$ cat config.mk
export PLATFORM = sky130hd
export DESIGN_NAME = wb_line_buffer_flat
export DESIGN_NICKNAME = d
export VERILOG_FILES = /design/src/rtl/wb_line_buffer_pkg.sv /design/src/rtl/wb_line_buffer_if.sv /design/src/rtl/wb_line_ram.sv /design/src/rtl/wb_line_buffer.sv /design/src/flat_wrapper.sv
export SDC_FILE = /design/constraint.sdc
export NUM_CORES = 2
export LEC_CHECK = 0
export ABC_AREA = 0
export BUFFER_PORTS_ARGS = -buffer_cell sky130_fd_sc_hd__buf_2
export CAP_MARGIN = 20
export CORE_MARGIN = 5
export CORE_UTILIZATION = 25
export CTS_BUF_LIST = sky130_fd_sc_hd__clkbuf_4
export DETAILED_ROUTE_END_ITERATION = 6
export PLACE_DENSITY_LB_ADDON = 0.1
export SLEW_MARGIN = 20
export SYNTH_ARGS = -nofsm -noshare
export SYNTH_HDL_FRONTEND = slang
export SYNTH_SLANG_ARGS = --single-unit
$ cat constraint.sdc
create_clock -name clk -period 10.5 [get_ports clk]
set_input_delay 1.05 -clock clk [delete_from_list [all_inputs] [get_ports clk]]
set_output_delay 1.05 -clock clk [all_outputs]
set_load 0.005 [all_outputs]
$ cat src/rtl/wb_line_buffer_pkg.sv
// rtl/wb_line_buffer_pkg.sv - shared constants and drain-state encoding for the write-back line buffer
//
// Purpose: MCB command codes, line geometry and the drain FSM state enum,
//          imported by the line buffer top module.
// Ports:   none (package).
package wb_line_buffer_pkg;

  // MCB command instruction codes
  localparam logic [2:0] CMD_WR = 3'b000;
  localparam logic [2:0] CMD_RD = 3'b001;

  // A cache line is 16 x 128-bit beats; the MCB burst length field is beats-1
  localparam int         LINE_BEATS = 16;
  localparam logic [5:0] LINE_BL    = 6'd15;

  typedef enum logic [2:0] {
    DS_IDLE    = 3'd0,
    DS_REQ     = 3'd1,
    DS_DRAIN   = 3'd2,
    DS_CMD     = 3'd3,
    DS_RELEASE = 3'd4
  } drain_state_e;

endpackage

$ cat src/rtl/wb_line_buffer_if.sv
// rtl/wb_line_buffer_if.sv - cache write-back beat stream into the line buffer
//
// Purpose: groups the cache-side beat handshake.
// Signals: in_valid/in_ready handshake, in_data beat payload, in_addr line
//          address (meaningful on beat 0), in_last marks the final beat.
// Modports: master = cache (source), slave = line buffer (sink).
interface wb_line_buffer_if #(
  parameter int DW = 128,
  parameter int AW = 16
);

  logic          in_valid;
  logic          in_ready;
  logic [DW-1:0] in_data;
  logic [AW-1:0] in_addr;
  logic          in_last;

  modport master (
    output in_valid,
    output in_data,
    output in_addr,
    output in_last,
    input  in_ready
  );

  modport slave (
    input  in_valid,
    input  in_data,
    input  in_addr,
    input  in_last,
    output in_ready
  );

endinterface

$ cat src/rtl/wb_line_ram.sv
// rtl/wb_line_ram.sv - line storage, one write port and one combinational read port
//
// Purpose: holds DEPTH beats of DW bits; written by the fill side, read
//          asynchronously by the drain side so write data is ready the same
//          cycle the drain pointer moves.
// Ports:   clk; we/waddr/wdata write port; raddr/rdata combinational read.
module wb_line_ram #(
  parameter int DEPTH = 32,
  parameter int DW    = 128
) (
  input  logic                     clk,
  input  logic                     we,
  input  logic [$clog2(DEPTH)-1:0] waddr,
  input  logic [DW-1:0]            wdata,
  input  logic [$clog2(DEPTH)-1:0] raddr,
  output logic [DW-1:0]            rdata
);

  logic [DW-1:0] mem_q [DEPTH];

  // Storage contents are qualified by the pointers/count in the top, so the
  // array itself carries no reset.
  always_ff @(posedge clk) begin
    if (we) begin
      mem_q[waddr] <= wdata;
    end
  end

  assign rdata = mem_q[raddr];

endmodule

$ cat src/rtl/wb_line_buffer.sv
// rtl/wb_line_buffer.sv - write-back line buffer between cache eviction stream and MCB port 0
//
// Purpose: absorbs whole dirty lines from the cache at one beat per cycle,
//          then arbitrates for MCB port 0 and drains each line as 16 write
//          FIFO pushes followed by one write command. chk_hit lets the
//          read-miss path stall on a line that has not yet been released.
// Ports:   clk, reset (async, active-high)
//          fill        - cache beat stream (wb_line_buffer_if.slave)
//          chk_addr/chk_hit - combinational pending-line address match
//          lines_free  - number of free line slots
//          out_req/out_gnt  - port arbiter request / one-cycle grant
//          p0_wr_*     - MCB write FIFO push
//          p0_cmd_*    - MCB command push
//          done        - one-cycle pulse when a line is released
//          err         - sticky in_last / beat-count mismatch
module wb_line_buffer
  import wb_line_buffer_pkg::*;
#(
  parameter int LINES = 2,
  parameter int BEATS = LINE_BEATS,
  parameter int DW    = 128,
  parameter int AW    = 16
) (
  input  logic                     clk,
  input  logic                     reset,
  wb_line_buffer_if.slave          fill,
  input  logic [AW-1:0]            chk_addr,
  output logic                     chk_hit,
  output logic [$clog2(LINES):0]   lines_free,
  output logic                     out_req,
  input  logic                     out_gnt,
  output logic                     p0_wr_en,
  output logic [DW-1:0]            p0_wr_data,
  input  logic                     p0_wr_full,
  output logic                     p0_cmd_en,
  output logic [2:0]               p0_cmd_instr,
  output logic [5:0]               p0_cmd_bl,
  output logic [29:0]              p0_cmd_byte_addr,
  output logic                     done,
  output logic                     err
);

  localparam int PW = $clog2(LINES);
  localparam int BW = $clog2(BEATS);
  localparam int CW = PW + 1;

  localparam logic [BW-1:0] LAST_BEAT = BW'(BEATS - 1);

  localparam logic [2:0] ST_IDLE    = DS_IDLE;
  localparam logic [2:0] ST_REQ     = DS_REQ;
  localparam logic [2:0] ST_DRAIN   = DS_DRAIN;
  localparam logic [2:0] ST_CMD     = DS_CMD;
  localparam logic [2:0] ST_RELEASE = DS_RELEASE;

  logic [2:0]    state_q, state_d;
  logic [PW-1:0] wptr_q, wptr_d;
  logic [PW-1:0] rptr_q, rptr_d;
  logic [BW-1:0] wbeat_q, wbeat_d;
  logic [BW-1:0] rbeat_q, rbeat_d;
  logic [CW-1:0] count_q, count_d;
  logic          err_q, err_d;
  logic [AW-1:0] addr_q [LINES];
  logic [AW-1:0] addr_d [LINES];

  logic accept;
  logic commit;
  logic release_line;

  // ---------------------------------------------------------------- fill side
  assign fill.in_ready = (count_q < CW'(LINES));
  assign accept        = fill.in_valid & fill.in_ready;
  assign commit        = accept & (wbeat_q == LAST_BEAT);

  always_comb begin
    wptr_d  = wptr_q;
    wbeat_d = wbeat_q;
    err_d   = err_q;
    addr_d  = addr_q;
    if (accept) begin
      if (wbeat_q == '0) begin
        addr_d[wptr_q] = fill.in_addr;
      end
      // in_last must coincide exactly with the final beat; the line is still
      // framed purely by beat count so a bad in_last cannot lose sync.
      if (fill.in_last != (wbeat_q == LAST_BEAT)) begin
        err_d = 1'b1;
      end
      if (commit) begin
        wbeat_d = '0;
        wptr_d  = wptr_q + 1'b1;
      end else begin
        wbeat_d = wbeat_q + 1'b1;
      end
    end
  end

  // --------------------------------------------------------------- drain FSM
  always_comb begin
    state_d      = state_q;
    rbeat_d      = rbeat_q;
    rptr_d       = rptr_q;
    out_req      = 1'b0;
    p0_wr_en     = 1'b0;
    p0_cmd_en    = 1'b0;
    done         = 1'b0;
    release_line = 1'b0;
    case (state_q)
      ST_IDLE: begin
        if (count_q != '0) begin
          state_d = ST_REQ;
        end
      end
      ST_REQ: begin
        out_req = 1'b1;
        if (out_gnt) begin
          state_d = ST_DRAIN;
          rbeat_d = '0;
        end
      end
      ST_DRAIN: begin
        // rbeat only advances on a real push, so p0_wr_data holds while full
        if (!p0_wr_full) begin
          p0_wr_en = 1'b1;
          rbeat_d  = rbeat_q + 1'b1;
          if (rbeat_q == LAST_BEAT) begin
            state_d = ST_CMD;
          end
        end
      end
      ST_CMD: begin
        p0_cmd_en = 1'b1;
        state_d   = ST_RELEASE;
      end
      ST_RELEASE: begin
        done         = 1'b1;
        release_line = 1'b1;
        rptr_d       = rptr_q + 1'b1;
        state_d      = ST_IDLE;
      end
      default: begin
        state_d = ST_IDLE;
      end
    endcase
  end

  always_comb begin
    count_d = count_q;
    case ({commit, release_line})
      2'b10:   count_d = count_q + 1'b1;
      2'b01:   count_d = count_q - 1'b1;
      default: count_d = count_q;
    endcase
  end

  // ------------------------------------------------------- pending-line check
  // A slot holds a committed, unreleased line when its distance ahead of
  // rptr is below count; the draining line stays counted until RELEASE.
  always_comb begin
    chk_hit = 1'b0;
    for (int i = 0; i < LINES; i++) begin
      if ((CW'(PW'(i) - rptr_q) < count_q) && (addr_q[i] == chk_addr)) begin
        chk_hit = 1'b1;
      end
    end
    // The filling line's address is captured on beat 0, so it is only valid
    // once at least one beat has landed.
    if ((wbeat_q != '0) && (addr_q[wptr_q] == chk_addr)) begin
      chk_hit = 1'b1;
    end
  end

  // ----------------------------------------------------------------- outputs
  assign lines_free       = CW'(LINES) - count_q;
  assign err              = err_q;
  assign p0_cmd_instr     = CMD_WR;
  assign p0_cmd_bl        = LINE_BL;
  assign p0_cmd_byte_addr = 30'({addr_q[rptr_q], 8'd0});

  wb_line_ram #(
    .DEPTH (LINES * BEATS),
    .DW    (DW)
  ) u_ram (
    .clk   (clk),
    .we    (accept),
    .waddr ({wptr_q, wbeat_q}),
    .wdata (fill.in_data),
    .raddr ({rptr_q, rbeat_q}),
    .rdata (p0_wr_data)
  );

  // --------------------------------------------------------------- registers
  always_ff @(posedge clk or posedge reset) begin
    if (reset) begin
      state_q <= ST_IDLE;
      wptr_q  <= '0;
      rptr_q  <= '0;
      wbeat_q <= '0;
      rbeat_q <= '0;
      count_q <= '0;
      err_q   <= 1'b0;
      for (int i = 0; i < LINES; i++) begin
        addr_q[i] <= '0;
      end
    end else begin
      state_q <= state_d;
      wptr_q  <= wptr_d;
      rptr_q  <= rptr_d;
      wbeat_q <= wbeat_d;
      rbeat_q <= rbeat_d;
      count_q <= count_d;
      err_q   <= err_d;
      for (int i = 0; i < LINES; i++) begin
        addr_q[i] <= addr_d[i];
      end
    end
  end

endmodule
$ cat src/flat_wrapper.sv
// flat-port wrapper written by rule: the top's interface ports become plain ports
module wb_line_buffer_flat import wb_line_buffer_pkg::*;
#(
  parameter int LINES = 2,
  parameter int BEATS = LINE_BEATS,
  parameter int DW    = 128,
  parameter int AW    = 16
)
  (clk, reset, chk_addr, chk_hit, lines_free, out_req, out_gnt, p0_wr_en, p0_wr_data, p0_wr_full, p0_cmd_en, p0_cmd_instr, p0_cmd_bl, p0_cmd_byte_addr, done, err, fill_in_valid, fill_in_data, fill_in_addr, fill_in_last, fill_in_ready);
  wb_line_buffer_if #(.DW(DW), .AW(AW)) fill_i ();
  input  logic clk;
  input  logic reset;
  input  logic [AW-1:0] chk_addr;
  output logic chk_hit;
  output logic [$clog2(LINES):0] lines_free;
  output logic out_req;
  input  logic out_gnt;
  output logic p0_wr_en;
  output logic [DW-1:0] p0_wr_data;
  input  logic p0_wr_full;
  output logic p0_cmd_en;
  output logic [2:0] p0_cmd_instr;
  output logic [5:0] p0_cmd_bl;
  output logic [29:0] p0_cmd_byte_addr;
  output logic done;
  output logic err;
  input wire logic [$bits(fill_i.in_valid)-1:0] fill_in_valid;
  input wire logic [$bits(fill_i.in_data)-1:0] fill_in_data;
  input wire logic [$bits(fill_i.in_addr)-1:0] fill_in_addr;
  input wire logic [$bits(fill_i.in_last)-1:0] fill_in_last;
  output wire logic [$bits(fill_i.in_ready)-1:0] fill_in_ready;
  assign fill_i.in_valid = fill_in_valid;
  assign fill_i.in_data = fill_in_data;
  assign fill_i.in_addr = fill_in_addr;
  assign fill_i.in_last = fill_in_last;
  assign fill_in_ready = fill_i.in_ready;
  wb_line_buffer #(.LINES(LINES), .BEATS(BEATS), .DW(DW), .AW(AW)) u_core (.clk(clk), .reset(reset), .fill(fill_i), .chk_addr(chk_addr), .chk_hit(chk_hit), .lines_free(lines_free), .out_req(out_req), .out_gnt(out_gnt), .p0_wr_en(p0_wr_en), .p0_wr_data(p0_wr_data), .p0_wr_full(p0_wr_full), .p0_cmd_en(p0_cmd_en), .p0_cmd_instr(p0_cmd_instr), .p0_cmd_bl(p0_cmd_bl), .p0_cmd_byte_addr(p0_cmd_byte_addr), .done(done), .err(err));
endmodule
After elaboration in Yosys (flattened, before gate mapping)
Memory sizes are Yosys's and may differ from the RTL's.
Index checks and enable logic that the tools add are counted.
{"block": "word_totals", "word_cells": 89, "in_bits": 166, "ff_bits": 48, "memories": 1, "mem_bits_rw": 4096, "output_inout_bits": 176}
{"block": "op_classes", "n_addsub": 9, "n_lt_le_gt_ge": 6, "n_mux": 29, "eq_ne": 16, "reduce_logical": 15, "n_bitwise": 4}
{"memory": "u_core.u_ram.mem_q", "words": 32, "word_bits": 128, "read_ports": 1, "rd_clocked_by_memory_dff": 0, "write_ports": 1, "line": "wb_line_ram.sv:19", "rtl": "logic [DW-1:0] mem_q [DEPTH];"}
{"op": "$mux W16", "count": 7}
{"op": "$eq A16 B16 Y1", "count": 3}
{"op": "$bwmux W32", "count": 1}
{"op": "$demux W16 S1", "count": 1}
{"op": "$mux W3", "count": 4}
{"op": "$mux W4", "count": 3}
{"op": "$pmux W3 S4", "count": 1}
{"op": "$mux W1", "count": 10}
{"op": "$add A4 B1 Y4 const B", "count": 2}
{"op": "$eq A4 B4 Y1 const B", "count": 2}
{"op": "$pmux W4 S2", "count": 1}
{"op": "$eq A3 B2 Y1 const B", "count": 2}
{"op": "$reduce_and A2 Y1", "count": 3}
{"op": "$reduce_bool A2 Y1", "count": 3}
{"op": "$ge A2 B2 Y1 const B", "count": 2}
{"op": "$logic_and A1 B1 Y1", "count": 4}
{"op": "$logic_not A4 Y1", "count": 1}
{"op": "$lt A2 B2 Y1", "count": 2}
{"op": "$ne A2 B1 Y1 const B", "count": 2}
{"op": "$ne A2 B2 Y1 const B", "count": 2}
{"op": "$not A1 Y2", "count": 2}
{"op": "$pmux W2 S2", "count": 1}
{"op": "$reduce_and A4 Y1", "count": 1}
{"op": "$reduce_bool A4 Y1", "count": 1}
{"op": "other kinds (15)", "count": 18}

Logic depth before layout (Yosys ltp)
{"block": "depth", "word_depth": 7, "depth_mapped": 11, "mapped_depth_nobuf": 9}

Hierarchy
A second synthesis with hierarchy kept.
{"block": "hier_totals", "hier_cells": 6581, "area_unflattened_um2": 155723.1}
{"mod": "wb_line_ram", "area_per_inst_um2": 152673.9, "cells_each": 6312, "n_inst": 1, "seq_area_each_um2": 122998.0}
{"mod": "wb_line_buffer", "area_per_inst_um2": 3049.2, "cells_each": 269, "n_inst": 1, "seq_area_each_um2": 1201.2}

Worst setup path after synthesis
Ideal clock, no wire load.
{"block": "synth_path", "path_type": "in2reg", "from": "input fill_in_valid", "to": "memory u_core.u_ram.mem_q[10][0], enable pin", "n_path_buf": 2, "cell_stages": 5, "setup_ps": 617, "path_slack_ps": 2733, "arrival_time_ps": 7149, "t_required_ps": 9883, "cell_sequence": "and2_1 clkbuf_1 clkbuf_1 nand2_1 nor2_1"}
{"block": "synth_via", "elab_chain_cells": 3}
{"element": "start, declared", "line": "flat_wrapper.sv:27", "rtl": "input wire logic [$bits(fill_i.in_valid)-1:0] fill_in_valid;"}
{"element": "$and A1 B1 Y1", "line": "wb_line_buffer.sv:71", "rtl": "assign accept = fill.in_valid & fill.in_ready;"}
{"element": "$mux W1", "line": "wb_line_ram.sv:24", "rtl": "if (we) begin"}
{"element": "$mux W1 (not written as such)", "line": "wb_line_ram.sv:25", "rtl": "mem_q[waddr] <= wdata;"}
{"element": "end, declared", "line": "wb_line_ram.sv:19"}
Every way passes these cells.

Worst setup path in the final report
{"block": "layout_path", "from": "register u_core.rbeat_q[1]", "to": "output p0_wr_data[81]"}
{"block": "layout_via", "elab_chain_cells": 1}
{"element": "start, declared", "line": "wb_line_buffer.sv:59", "rtl": "logic [BW-1:0] rbeat_q, rbeat_d;"}
{"element": "start signal, assigned", "line": "wb_line_buffer.sv:209", "rtl": "rbeat_q <= rbeat_d;"}
{"element": "$mem_v2 Z32 W128"}
{"element": "end, declared", "line": "flat_wrapper.sv:19", "rtl": "output logic [DW-1:0] p0_wr_data;"}
Every way passes these cells.

==> impl_summary.txt <==
----------------------------------------------------
[Synth]
  Number of synthesized flops with an enable pin ... 4096
  Synthesized area per cell ... 23.75 µm²
  Post-synthesis cell type count ... 42
  Main flop type after synthesis ... edfxtp_1
  Instance count of the mapped netlist ... 6680
  Total of flip-flops plus latches after synthesis ... 4144
  Share of async-settable or async-resettable flops after synthesis ... 0.01158
  Leading area contributor after synthesis ... edfxtp_1
  Synthesized area ... 0.1587 mm²
  Number of warnings issued by yosys ... 0
  Fraction of synthesized cell area taken by the top area cell type ... 0.7752
  Cell types occupying the most area after synthesis ... edfxtp_1 (78%), mux4_2 (16%), mux2i_1 (1.6%)
  Sequential share of the synthesized area ... 0.7827

[Timing]
  Post-route setup TNS ... 0 ps
  Relative slew slack ... 0.2094
  Slew at the pin with the worst max-slew slack ... 1186 ps
  Final Hold Vio Count ... 0
  Final setup violation count ... 0
  Unrepaired setup endpoints after global routing ... false
  Final setup margin ... 3518 ps
  Min cycle time layout ... 6982 ps
  Final critical-path share of the clock period ... 0.6649
  Peak Freq ... 0.1432 GHz
  Worst-case clock skew ... 161.3 ps
  Number of max-slew violations in the final report ... 0

[Die]
  Total Die Area ... 0.6507 mm²
  Y dimension of the die ... 806.7 µm
  Placeable core region ... 0.6324 mm²
  Number of placed I/O pins ... 342
  Row cnt ... 292
  Initial standard-cell utilization of the core ... 0.2509
  Die width ... 806.7 µm

[Run status]
  Outcome ... complete, no violations

[Clock network]
  Clock root buffer ... clkbuf_4
  Number of instances resized during post-cts repair ... 0
  Clock H-tree levels ... 7
  TritonCTS clock tree ... yes
  Buffers inserted during post-CTS setup optimization ... 0
  Number of sinks handled by clock tree synthesis ... 4144
  Clk pin slew, worst setup/hold paths ... 60 ps
  Deepest clock path buffer count ... 5
  Worst-skew pair later-pin latency ... 1810 ps
  Number of buffers created by CTS ... 1247

[Final layout]
  Share of post-route cells with drive strength above 1 ... 0.3984
  Area added between synthesis and finish ... 18.30%
  Total non-filler cell area in the finished layout ... 0.1877 mm²
  Most frequent cells in the layout ... edfxtp_1 (4096), clkbuf_4 (1757), mux4_2 (1109), buf_2 (318), clkinv_1 (248)
  Most frequent standard cell in the layout excluding fill and tap cells ... edfxtp_1
  Total Nets Final ... 8421

[Detailed routing]
  Antenna Nets Post-Route ... 0
  Pre-Repair DR Iteration Count ... 5
  Routed length per placed instance ... 29.24 µm
  DRC ... 0
  Via density per instance ... 4.503
  First DRT Iteration DRCs ... 5363
  Sum of routed wire length over all layers ... 511.1 mm
  Total number of vias ... 78710

[GRT]
  Largest net degree at the start of global routing ... 127
  Global Route Usage Sum ... 0.1564
  Wire length of the first global-routing pass ... 699.6 mm
  Number of antenna violations at the first check in global routing ... 95
  Via count of the first global-routing pass ... 85950
  Aggregate global routing overflow ... 0

[Worst setup path]
  Biggest fanout along the worst timing path ... 71
  WP data required ... 9450 ps
  Endpoint class of the critical path ... primary output
  Setup Crit Path Kind ... reg2out
  Arrival time of the worst setup path ... 5930 ps
  Element type at the critical path start ... register

[Placement]
  Detailed-placement wirelength estimate ... 257.1 mm
  Area post-placement ... 0.1713 mm²
  DP Worst Slack ... 5076 ps
  Quantity of I/O buffers inserted on ports ... 318
  RD Place Congestion ... 0.6820

[Job]
  Max Cap Viol ... 0

[Worst hold path]
  Type of the most critical hold path ... in2reg

[Power and ir drop]
  Pwr per Cell Area ... 227.5 mW/mm²
  Worst VDD drop ... 136.4 µV
  Cell leakage power ... 0.05793 µW
  Total power after layout ... 42700 µW

----------------------------------------------------
==> path summary, 6_finish.rpt <==
path	startpoint	to	slack (ps)	cells past startpoint
setup reg to reg	u_core.count_q[0]$_DFFE_PP0P_	u_core.u_ram.mem_q[27][93]$_DFFE_PP_	5610	9
hold / removal	fill_in_data[45]	u_core.u_ram.mem_q[16][45]$_DFFE_PP_	320	2
min in group asynchronous	reset	u_core.state_q[2]$_DFFE_PP0P_	720	5
max in group asynchronous	reset	u_core.rptr_q$_DFFE_PP0P_	9190	5
hold reg to reg	u_core.err$_DFFE_PP0P_	u_core.err$_DFFE_PP0P_	460	1
setup / recovery	u_core.rbeat_q[1]$_DFFE_PP0P_	p0_wr_data[81]	3520	8
==> cells in the mapped netlist, drive strengths merged, types with 3 or more instances <==
| library cell | instances |
|---|---|
| buf | 210 |
| a211oi | 17 |
| xor2 | 14 |
| nand4 | 11 |
| a21oi | 61 |
| o21ai | 143 |
| ha | 9 |
| nand3 | 8 |
| o21a | 32 |
| nand2b | 5 |
| inv | 11 |
| nand3b | 3 |
| dfrtp | 48 |
| nor2 | 78 |
| nand2 | 121 |
| mux4 | 1109 |
| mux2i | 247 |
| mux2 | 144 |
| nor4 | 6 |
| o22ai | 67 |
| xnor2 | 31 |
| nor2b | 17 |
| edfxtp | 4096 |
| clkbuf | 173 |
==> through the flow <==
step	util	instances	hold slack (ps)
2_1_floorplan	-	6701	451.0
3_3_place_gp	0.2706	15190	447.1
3_5_place_dp	0.2709	15200	454.4
4_1_cts	0.2966	17430	3.070
5_1_grt	0.2968	17470	59.50
6_report	0.2968	17480	316.2
==> what timing repair did <==
action / 4_1_cts / 5_1_grt
setup endpoints to repair: 0 / 0
hold endpoints to repair: 4187 / 0
hold buffers: 177 / 0
==> power breakdown <==
group | switching, µW | total (µW) | internal (µW)
clock | 6890 | 14600 | 7750
combinational | 5050 | 8910 | 3870
sequential | 264 | 19100 | 18900
total | 12200 | 42700 | 30500
==> critical path: stages, from the launching register on <==
cell	delay [ps]
dfrtp_4	730
buf_12	450
buf_4	690
buf_4	710
mux4_2	410
mux4_2	480
nand2_1	90
o21ai_1	190
buf_2	220
==> cells by family after synthesis <==
logic type,after synthesis,synth area share
other,2,0.00004733
adders and majority gates,9,0.0007097
muxes,1500,0.1832
DFF,4144,0.7827
xor gates and xnor gates,45,0.002484
AOI/OAI and AO/OA,327,0.01173
buffers and inverters,394,0.01199
and+or+nand+nor,259,0.007105
==> area by class of cell <==
type / count / area (µm²)
Sequential cell: 4144 / 124200
Tap cell: 8379 / 10480
Clock buffer: 1757 / 13190
Antenna cell: 46 / 115.1
Multi-Input combinational cell: 2163 / 32900
Fill cell: 61830 / 444700
Timing Repair Buffer: 679 / 5435
Inverter: 11 / 56.30
Clock inverter: 300 / 1309
==> registers in the layout, indices dropped and copies added, names as in the netlist <==
name / flops
u_core.u_ram.mem_q: 4096
u_core.addr_q: 32
u_core.rbeat_q: 4
u_core.wbeat_q: 4
u_core.state_q: 3
u_core.count_q: 2
u_core.err: 1
u_core.rptr_q: 1
u_core.wptr_q: 1
==> metal layers <==
layer | global-route usage | part of all wire | up-vias | wire length (µm)
met4 | 0.04292 | 0.019 | 34 | 9675
met2 | 0.2653 | 0.50 | 2216 | 257800
li1 | - | - | 32460 | -
met5 | 0 | 0.00045 | - | 230
met3 | 0.03855 | 0.047 | 854 | 23890
met1 | 0.1991 | 0.43 | 43140 | 219500
Note: power is estimated with default switching activity, not from simulation.
